**src/rtl/hilo_muldiv.sv**
```systemverilog
// hilo_muldiv: HI/LO multiply/divide unit.
//   Single-cycle MULT/MULTU (one busy cycle), restoring radix-2 DIV/DIVU
//   (WIDTH busy cycles), direct MTHI/MTLO writes while idle.
// Ports:
//   clock, reset         rising-edge clock, synchronous active-high reset
//   op_valid, op_code    request (sampled only in IDLE): 0 NOP, 1 MTHI, 2 MTLO,
//                        3 MULT, 4 MULTU, 5 DIV, 6 DIVU, 7 reserved
//   operand_a, operand_b rs / rt values
//   cancel               flush: aborts in-flight op or drops this cycle's request
//   busy                 state != IDLE (combinational)
//   done, div_by_zero    registered one-cycle pulses after a MULT/DIV commit
//   hi_read_data, lo_read_data  architectural HI / LO
module hilo_muldiv #(
    parameter int WIDTH = 32,
    parameter int CNT_W = 6
) (
    input  logic             clock,
    input  logic             reset,
    input  logic             op_valid,
    input  logic [2:0]       op_code,
    input  logic [WIDTH-1:0] operand_a,
    input  logic [WIDTH-1:0] operand_b,
    input  logic             cancel,
    output logic             busy,
    output logic             done,
    output logic             div_by_zero,
    output logic [WIDTH-1:0] hi_read_data,
    output logic [WIDTH-1:0] lo_read_data
);

    localparam logic [2:0] OP_MTHI  = 3'd1;
    localparam logic [2:0] OP_MTLO  = 3'd2;
    localparam logic [2:0] OP_MULT  = 3'd3;
    localparam logic [2:0] OP_MULTU = 3'd4;
    localparam logic [2:0] OP_DIV   = 3'd5;
    localparam logic [2:0] OP_DIVU  = 3'd6;

    localparam logic [CNT_W-1:0] LAST_ITER = CNT_W'(WIDTH - 1);

    typedef enum logic [1:0] {S_IDLE, S_MUL, S_DIV} state_t;

    state_t state_q, state_d;

    logic [WIDTH-1:0] hi_q, lo_q;
    logic             done_q, dbz_q;

    // multiply operands
    logic [WIDTH-1:0] mul_a_q, mul_b_q;
    logic             mul_signed_q;

    // divide datapath: quo_q starts as the dividend magnitude and shifts the
    // quotient in from the bottom as dividend bits shift out of the top
    logic [WIDTH-1:0] dvsr_q, quo_q, rem_q;
    logic             q_neg_q, r_neg_q, dvsr_zero_q;
    logic [CNT_W-1:0] cnt_q;

    // request decode
    logic accept, do_mthi, do_mtlo, start_mul, start_div, div_signed;
    logic mul_commit, div_commit, div_step;

    assign accept     = (state_q == S_IDLE) && op_valid && !cancel;
    assign do_mthi    = accept && (op_code == OP_MTHI);
    assign do_mtlo    = accept && (op_code == OP_MTLO);
    assign start_mul  = accept && ((op_code == OP_MULT) || (op_code == OP_MULTU));
    assign start_div  = accept && ((op_code == OP_DIV)  || (op_code == OP_DIVU));
    assign div_signed = (op_code == OP_DIV);

    assign div_step   = (state_q == S_DIV) && !cancel;
    assign mul_commit = (state_q == S_MUL) && !cancel;
    assign div_commit = div_step && (cnt_q == LAST_ITER);

    // next state
    always_comb begin
        state_d = state_q;
        case (state_q)
            S_IDLE: begin
                if (start_mul)      state_d = S_MUL;
                else if (start_div) state_d = S_DIV;
            end
            S_MUL:   state_d = S_IDLE;
            S_DIV: begin
                if (cancel || div_commit) state_d = S_IDLE;
            end
            default: state_d = S_IDLE;
        endcase
    end

    // multiply: sign/zero-extend to 2*WIDTH so one unsigned multiply gives
    // the correct low 2*WIDTH bits for both MULT and MULTU
    logic [2*WIDTH-1:0] mul_a_ext, mul_b_ext, product;

    always_comb begin
        mul_a_ext = {{WIDTH{mul_signed_q & mul_a_q[WIDTH-1]}}, mul_a_q};
        mul_b_ext = {{WIDTH{mul_signed_q & mul_b_q[WIDTH-1]}}, mul_b_q};
        product   = mul_a_ext * mul_b_ext;
    end

    // operand magnitudes for divide start
    logic             a_neg, b_neg;
    logic [WIDTH-1:0] a_mag, b_mag;

    always_comb begin
        a_neg = div_signed && operand_a[WIDTH-1];
        b_neg = div_signed && operand_b[WIDTH-1];
        a_mag = a_neg ? (~operand_a + 1'b1) : operand_a;
        b_mag = b_neg ? (~operand_b + 1'b1) : operand_b;
    end

    // one restoring iteration; partial remainder stays below the divisor, so
    // the subtraction result always fits in WIDTH bits when it is taken
    logic [WIDTH:0]   shifted;
    logic             fits;
    logic [WIDTH-1:0] rem_nx, quo_nx, quo_res, rem_res;

    always_comb begin
        shifted = {rem_q, quo_q[WIDTH-1]};
        fits    = (shifted >= {1'b0, dvsr_q});
        rem_nx  = fits ? (shifted[WIDTH-1:0] - dvsr_q) : shifted[WIDTH-1:0];
        quo_nx  = {quo_q[WIDTH-2:0], fits};
        // -2^(W-1) / -1 wraps back to -2^(W-1) naturally here
        quo_res = q_neg_q ? (~quo_nx + 1'b1) : quo_nx;
        rem_res = r_neg_q ? (~rem_nx + 1'b1) : rem_nx;
    end

    always_ff @(posedge clock) begin
        if (reset) begin
            state_q      <= S_IDLE;
            hi_q         <= '0;
            lo_q         <= '0;
            done_q       <= 1'b0;
            dbz_q        <= 1'b0;
            mul_a_q      <= '0;
            mul_b_q      <= '0;
            mul_signed_q <= 1'b0;
            dvsr_q       <= '0;
            quo_q        <= '0;
            rem_q        <= '0;
            q_neg_q      <= 1'b0;
            r_neg_q      <= 1'b0;
            dvsr_zero_q  <= 1'b0;
            cnt_q        <= '0;
        end else begin
            state_q <= state_d;
            done_q  <= mul_commit || div_commit;
            dbz_q   <= div_commit && dvsr_zero_q;

            if (do_mthi) hi_q <= operand_a;
            if (do_mtlo) lo_q <= operand_a;

            if (start_mul) begin
                mul_a_q      <= operand_a;
                mul_b_q      <= operand_b;
                mul_signed_q <= (op_code == OP_MULT);
            end

            if (mul_commit) begin
                hi_q <= product[2*WIDTH-1:WIDTH];
                lo_q <= product[WIDTH-1:0];
            end

            if (start_div) begin
                dvsr_q      <= b_mag;
                quo_q       <= a_mag;
                rem_q       <= '0;
                q_neg_q     <= a_neg ^ b_neg;
                r_neg_q     <= a_neg;
                dvsr_zero_q <= (operand_b == '0);
                cnt_q       <= '0;
            end else if (div_step) begin
                rem_q <= rem_nx;
                quo_q <= quo_nx;
                cnt_q <= cnt_q + CNT_W'(1);
            end

            // a zero divisor runs the full length but leaves HI/LO alone
            if (div_commit && !dvsr_zero_q) begin
                lo_q <= quo_res;
                hi_q <= rem_res;
            end
        end
    end

    assign busy         = (state_q != S_IDLE);
    assign done         = done_q;
    assign div_by_zero  = dbz_q;
    assign hi_read_data = hi_q;
    assign lo_read_data = lo_q;

endmodule

```
**config.mk**
```make
export PLATFORM = sky130hd
export DESIGN_NAME = hilo_muldiv
export DESIGN_NICKNAME = d
export VERILOG_FILES = /design/src/rtl/hilo_muldiv.sv
export SDC_FILE = /design/constraint.sdc
export NUM_CORES = 2
export LEC_CHECK = 0
export BUFFER_PORTS_ARGS = -buffer_cell sky130_fd_sc_hd__buf_2
export CORE_ASPECT_RATIO = 1.25
export CORE_MARGIN = 3
export CORE_UTILIZATION = 35
export CTS_CLUSTER_DIAMETER = 30
export DETAILED_ROUTE_END_ITERATION = 8
export SLEW_MARGIN = 20
export SYNTH_ARGS = -nofsm -noshare
export SYNTH_HDL_FRONTEND = slang
export SYNTH_SLANG_ARGS = --single-unit
```
**constraint.sdc**
```tcl
create_clock -name clock -period 16 [get_ports clock]
set_clock_uncertainty 0.15 [all_clocks]
set_input_delay 1.6 -clock clock [delete_from_list [all_inputs] [get_ports clock]]
set_output_delay 1.6 -clock clock [all_outputs]
set_load 0.01 [all_outputs]
```
## After elaboration in Yosys (flattened, before gate mapping)

Index checks and enable logic that the tools add are counted.
W data, S select, Z words.

| word-level totals | value |
|---|---|
| output and inout bits | 67 |
| input port bits | 71 |
| register bits | 238 |

| cells by class | value |
|---|---|
| bitwise operators | 7 |
| equality and inequality tests | 11 |
| $mul | 1 |
| order comparisons | 1 |
| mux-type cells | 17 |
| reduce and logical (&&, ||, !) cells | 27 |
| add/sub/neg operators | 6 |

Operators with widths:

| operator | count |
|---|---|
| $mux W32 | 13 |
| $add A32 B1 Y32 const B | 4 |
| $not A32 Y32 | 4 |
| $mul A33 B33 Y64 | 1 |
| $ge A33 B32 Y1 | 1 |
| $logic_not A32 Y1 | 1 |
| $sub A32 B32 Y32 | 1 |
| $logic_and A1 B1 Y1 | 13 |
| $eq A3 B3 Y1 const B | 3 |
| $add A6 B1 Y6 const B | 1 |
| $eq A3 B2 Y1 const B | 2 |
| $eq A6 B5 Y1 const B | 1 |
| $mux W2 | 3 |
| $reduce_bool A3 Y1 | 2 |
| $logic_or A1 B1 Y1 | 4 |
| $pmux W2 S2 | 1 |
| $reduce_bool A2 Y1 | 2 |
| $eq A3 B1 Y1 const B | 1 |
| $ne A3 B3 Y1 const B | 1 |
| $and A1 B1 Y1 | 2 |
| $eq A2 B1 Y1 const B | 1 |
| $eq A2 B2 Y1 const B | 1 |
| $logic_not A1 Y1 | 2 |
| $logic_not A2 Y1 | 1 |
| 4 further kinds | 4 |

## Logic depth before layout (Yosys ltp)

| depth | value |
|---|---|
| word-level depth | 7 |
| gate-level depth with buffers | 32 |

## Worst setup path before layout

No wires, ideal clock.

| timing | value |
|---|---|
| kind | reg-to-reg |
| start | reg mul_a_q[31] |
| end | reg hi_q[30], in the netlist hi_read_data[30] |
| arrival | 8264 ps |
| required time | 15720 ps |
| path buffers | 2 |
| period minus slack after synthesis | 8544 ps |
| cell stages (with the launch flop) | 30 |
| library setup time | 130 ps |
| setup slack | 7456 ps |
| cell sequence | dfxtp_1 > clkbuf_1 > and2_1 > clkbuf_1 > nand2_1 > inv_1 > fa_1 > fa_1 > fa_1 > fa_1 > inv_1 > fa_1 > inv_1 > fa_1 > inv_1 > fa_1 > fa_1 > inv_1 > ha_1 > a21o_1 > a21o_1 > a21o_1 > a21o_1 > a211o_1 > a221o_1 > a41oi_1 > o311ai_0 > xor2_1 > a22oi_1 > o22ai_1 |

| on the way | value |
|---|---|
| longest elaborated chain between the ends | 4 |

Ends and longest elaborated chain:

| item | line | source |
|---|---|---|
| start: declaration | 48 | `logic [WIDTH-1:0] mul_a_q, mul_b_q;` |
| start signal: assignment | 151 | `mul_a_q <= operand_a;` |
| $and A1 B1 Y1 | 93 | `mul_a_ext = {{WIDTH{mul_signed_q & mul_a_q[WIDTH-1]}}, mul_a_q};` |
| $mul A33 B33 Y64 (*) | 95 | `product = mul_a_ext * mul_b_ext;` |
| $mux W32 (*) | 156 | `if (mul_commit) begin` |
| $mux W32 (*) | 176 | `if (div_commit && !dvsr_zero_q) begin` |
| end signal: assignment | 147 | `if (do_mthi) hi_q <= operand_a;` |
| end signal: assignment | 157 | `hi_q <= product[2*WIDTH-1:WIDTH];` |
| end signal: assignment | 178 | `hi_q <= rem_res;` |
| end: declaration | 44 | `logic [WIDTH-1:0] hi_q, lo_q;` |

Mark *: on every way between the ends. The rest lies on a longest branch, timed or not.
A chain may end at the register's enable or synchronous reset.

## Worst setup path in the final report

| timing | value |
|---|---|
| start | reg mul_signed_q |
| end | reg hi_q[30], in the netlist hi_read_data[30] |

| on the way | value |
|---|---|
| longest elaborated chain between the ends | 4 |
| elaborated cells on any way between the ends | 5 |
| classes of those cells | 1 x mul; 2 x mux; 2 x bitwise |

Ends and longest elaborated chain:

| item | line | source |
|---|---|---|
| start: declaration | 49 | `logic mul_signed_q;` |
| start signal: assignment | 153 | `mul_signed_q <= (op_code == OP_MULT);` |
| $and A1 B1 Y1 (on tied branches) | 93, 94 |  |
| $mul A33 B33 Y64 (*) | 95 |  |
| $mux W32 (*) | 156 |  |
| $mux W32 (*) | 176 |  |

Marks and branches as above.

==> metrics.log <==
[metrics] Chip Height: 439.3 um
[metrics] vias per cell: ~5.1
[metrics] share of synthesized flip-flops with an asynchronous set or reset: 0
[metrics] leakage power: approximately 0.027 uW
[metrics] Slew headroom: 0.2153
[metrics] later-pin clock latency in the skew report: approximately 590 ps
[metrics] warnings from Yosys: 0
[metrics] number of buffers added for setup after CTS: 0
[metrics] Worst-Margin Slew: between 1000 and 1500 ps
[metrics] maximum clock path buffer count: 3
[metrics] most repeated library cell on the critical path: fa_1
[metrics] maximum number of pins on one net before global-route repair: 130
[metrics] leading cell types in the layout, fill and taps excluded: inv_1, fa_1, nand2_1
[metrics] area of the die: roughly 150000 um^2
[metrics] IO Port Bufs: 137
[metrics] worst voltage drop across the vdd grid: between 0.1 and 0.15 mV
[metrics] hold-fix buffers at CTS: 0
[metrics] CTS H-tree depth: 3
[metrics] horizontal extent of the die: about 350 um
[metrics] Top FF cell, synth: dfxtp_1
[metrics] standard-cell rows: ~160
[metrics] via total after detailed routing: between 40000 and 50000
[metrics] part of the Yosys area used for sequential elements: 0.09062
[metrics] final worst path period share: 0.5899
[metrics] crit start category: flip-flop
[metrics] number of iterations in the first detailed-routing pass: 9
[metrics] Min Clock Period, post-route: approximately 9400 ps
[metrics] final RePlAce weighted congestion: roughly 0.9
[metrics] RSZ-0062 raised after global routing: no
[metrics] final non-filler cell area: 57430 um^2
[metrics] wire length of the first global-routing pass: approximately 260 mm
[metrics] I/O pin total: about 140
[metrics] Final Hold Vio Count: 0
[metrics] core region area: between 100000 and 150000 um^2
[metrics] number of remaining DRC errors: 0
[metrics] total area of sequential cells: 4766 um^2
[metrics] outcome: finished clean
[metrics] Worst path max stage delay: around 850 ps
[metrics] synthesized netlist net count: ~7600
[metrics] critical path capture point type: flip-flop
[metrics] TritonCTS buffer count: 67
[metrics] Final Slew Violations: 0
[metrics] Initial Util: 0.3532
[metrics] Avg Cell Area, Syn: 8.542 um^2
[metrics] number of gates resized after CTS: 0
[metrics] Layout Area Growth over Synthesis: 9.229%
[metrics] most common library cell in the layout ignoring fill and taps: inv_1
[metrics] Fillers: between 15000 and 20000
[metrics] Layout Nets: approximately 7500
[metrics] clock-pin slew on the worst setup and hold paths: around 40 ps
[metrics] clock root cell: clkbuf_16
[metrics] Post-Place Cell Area: 55010 um^2
[metrics] type of the tightest min-delay check: reg -> reg
[metrics] CTS tree: yes
[metrics] power per cell area: roughly 47 nW/um^2
[metrics] Setup-failing EPs final: 0
[metrics] Reg2Reg Setup Slack: 6560 ps
[metrics] Setup TNS Final: 0 ps
[metrics] WS Path Type: reg -> reg
[metrics] area of the mapped netlist: 52580 um^2
[metrics] grt ovf: 0
[metrics] cell count after synthesis: 6155
[metrics] number of sinks driven by the clock tree: approximately 240
[metrics] Max Freq: 0.1059 GHz
[metrics] number of antenna violations at the first check in global routing: 11
[metrics] count of maximum capacitance violations: 0
[metrics] drt initial violations: roughly 2500
[metrics] arrival time worst endpoint: roughly 9700 ps
[metrics] number of register bits inferred by synthesis: between 200 and 250
[metrics] number of global-route vias before repair: approximately 45000
[metrics] data required time at the worst endpoint: between 15000 and 20000 ps
[metrics] HPWL after detailed placement: 130.5 mm
[metrics] average detailed-routed wire length per instance: ~20 um
[metrics] library cell contributing the largest single delay on the critical path: fa_1
[metrics] number of different library cells in the post-synthesis netlist: 88
[metrics] number of synthesized flops with an enable pin: 0
[metrics] GRT Util Overall: 0.2095
[metrics] fraction of layout instances using a drive strength above 1: 0.06458
[metrics] CP max FO: 13
[metrics] wire length after detailed routing: ~160 mm
[metrics] area taken by multi-input logic gates: roughly 42000 um^2
[metrics] number of routed nets with antenna violations: 0
[report_power, final]
part / switching, uW / total [uW] / internal, uW
Combinational: 435 / 645 / 210
Clock: 438 / 1420 / 986
Sequential: 17.1 / 629 / 612
[synth_stat cells, drive strengths merged (23+ instances only)]
cell type  count  share of area
a31oi         26         0.0031
a311oi        38         0.0063
ha           249          0.059
nor2         281          0.020
xnor2        117          0.019
o211ai        54         0.0077
nand3         46         0.0045
nor4          23         0.0027
a21o          49         0.0070
o31ai         23         0.0034
a21oi        255          0.024
fa          1126           0.43
a211oi        95          0.014
o21ai        116          0.011
nor3          50         0.0048
clkbuf       351          0.025
xor2          90          0.015
inv         1177          0.084
mux2i         26         0.0052
dfxtp        238          0.091
and2         363          0.043
and3          38         0.0046
nand2       1056          0.075
[flip-flops by register name, indices dropped and copies added (netlist names)]
name,count
dvsr_q,32
hi_read_data,32
lo_read_data,32
mul_a_q,32
mul_b_q,32
quo_q,32
rem_q,32
cnt_q,6
state_q,2
div_by_zero,1
done,1
dvsr_zero_q,1
mul_signed_q,1
q_neg_q,1
r_neg_q,1
[metal layers]
| layer | GRT usage | share of wire |
|---|---|---|
| met4 | 0.1130 | 0.060 |
| met5 | 0 | 0.00017 |
| met3 | 0.02169 | 0.044 |
| met1 | 0.2401 | 0.37 |
| met2 | 0.3826 | 0.52 |
[path summary, 6_finish.rpt]
kind                        start          endpoint  cells past startpoint
setup / recovery     mul_signed_q  hi_read_data[30]                     29
hold / removal    hi_read_data[2]   hi_read_data[2]                      2
setup reg to reg     mul_signed_q  hi_read_data[30]                     29
hold reg to reg   hi_read_data[2]   hi_read_data[2]                      2
[area by class of cell]
class | instances | area share
Timing Repair Buffer | 226 | 0.02368
Tap cell | 2000 | 0.04357
Inverter | 1177 | 0.07693
Clock buffer | 88 | 0.03266
Multi-Input combinational cell | 4370 | 0.7306
Antenna cell | 10 | 0.0004357
Clock inverter | 33 | 0.009085
Sequential cell | 238 | 0.08299
[metrics by stage]
| stage | setup slack (ps) | std cells | power (uW) | hold WS [ps] | util |
|---|---|---|---|---|---|
| after floorplan | 7456 | 6155 | 1081 | 281.9 | - |
| after global placement | 6683 | 8011 | 1267 | 288.3 | 0.3695 |
| after detailed placement | 6593 | 8011 | 1273 | 291.9 | 0.3695 |
| after CTS | 6569 | 8132 | 2707 | 297.5 | 0.3856 |
| after global routing | 5954 | 8137 | 2802 | 311.1 | 0.3857 |
| final | 6561 | 8142 | 2698 | 296.0 | 0.3858 |
[critical path: cells and delay by family, from the launching register on]
kind | cells | cell delay [ps]
AO/OA/AOI/OAI | 10 | 2160
XOR/XNOR | 1 | 180
adder cells (fa/ha/maj) | 9 | 4620
buffers and inverters | 7 | 1040
flip-flops | 1 | 320
AND/OR/NAND/NOR | 2 | 780
[kinds of logic after synthesis]
| group | Yosys count | share of synthesized area |
|---|---|---|
| AO/OA/AOI/OAI | 784 | 0.09812 |
| flip-flops | 238 | 0.09062 |
| XOR/XNOR | 207 | 0.03448 |
| AND/OR/NAND/NOR | 1974 | 0.1707 |
| buffers and inverters | 1547 | 0.1121 |
| multiplexers | 30 | 0.006045 |
| adder cells (fa/ha/maj) | 1375 | 0.4880 |
(Power assumes the default switching activity.)
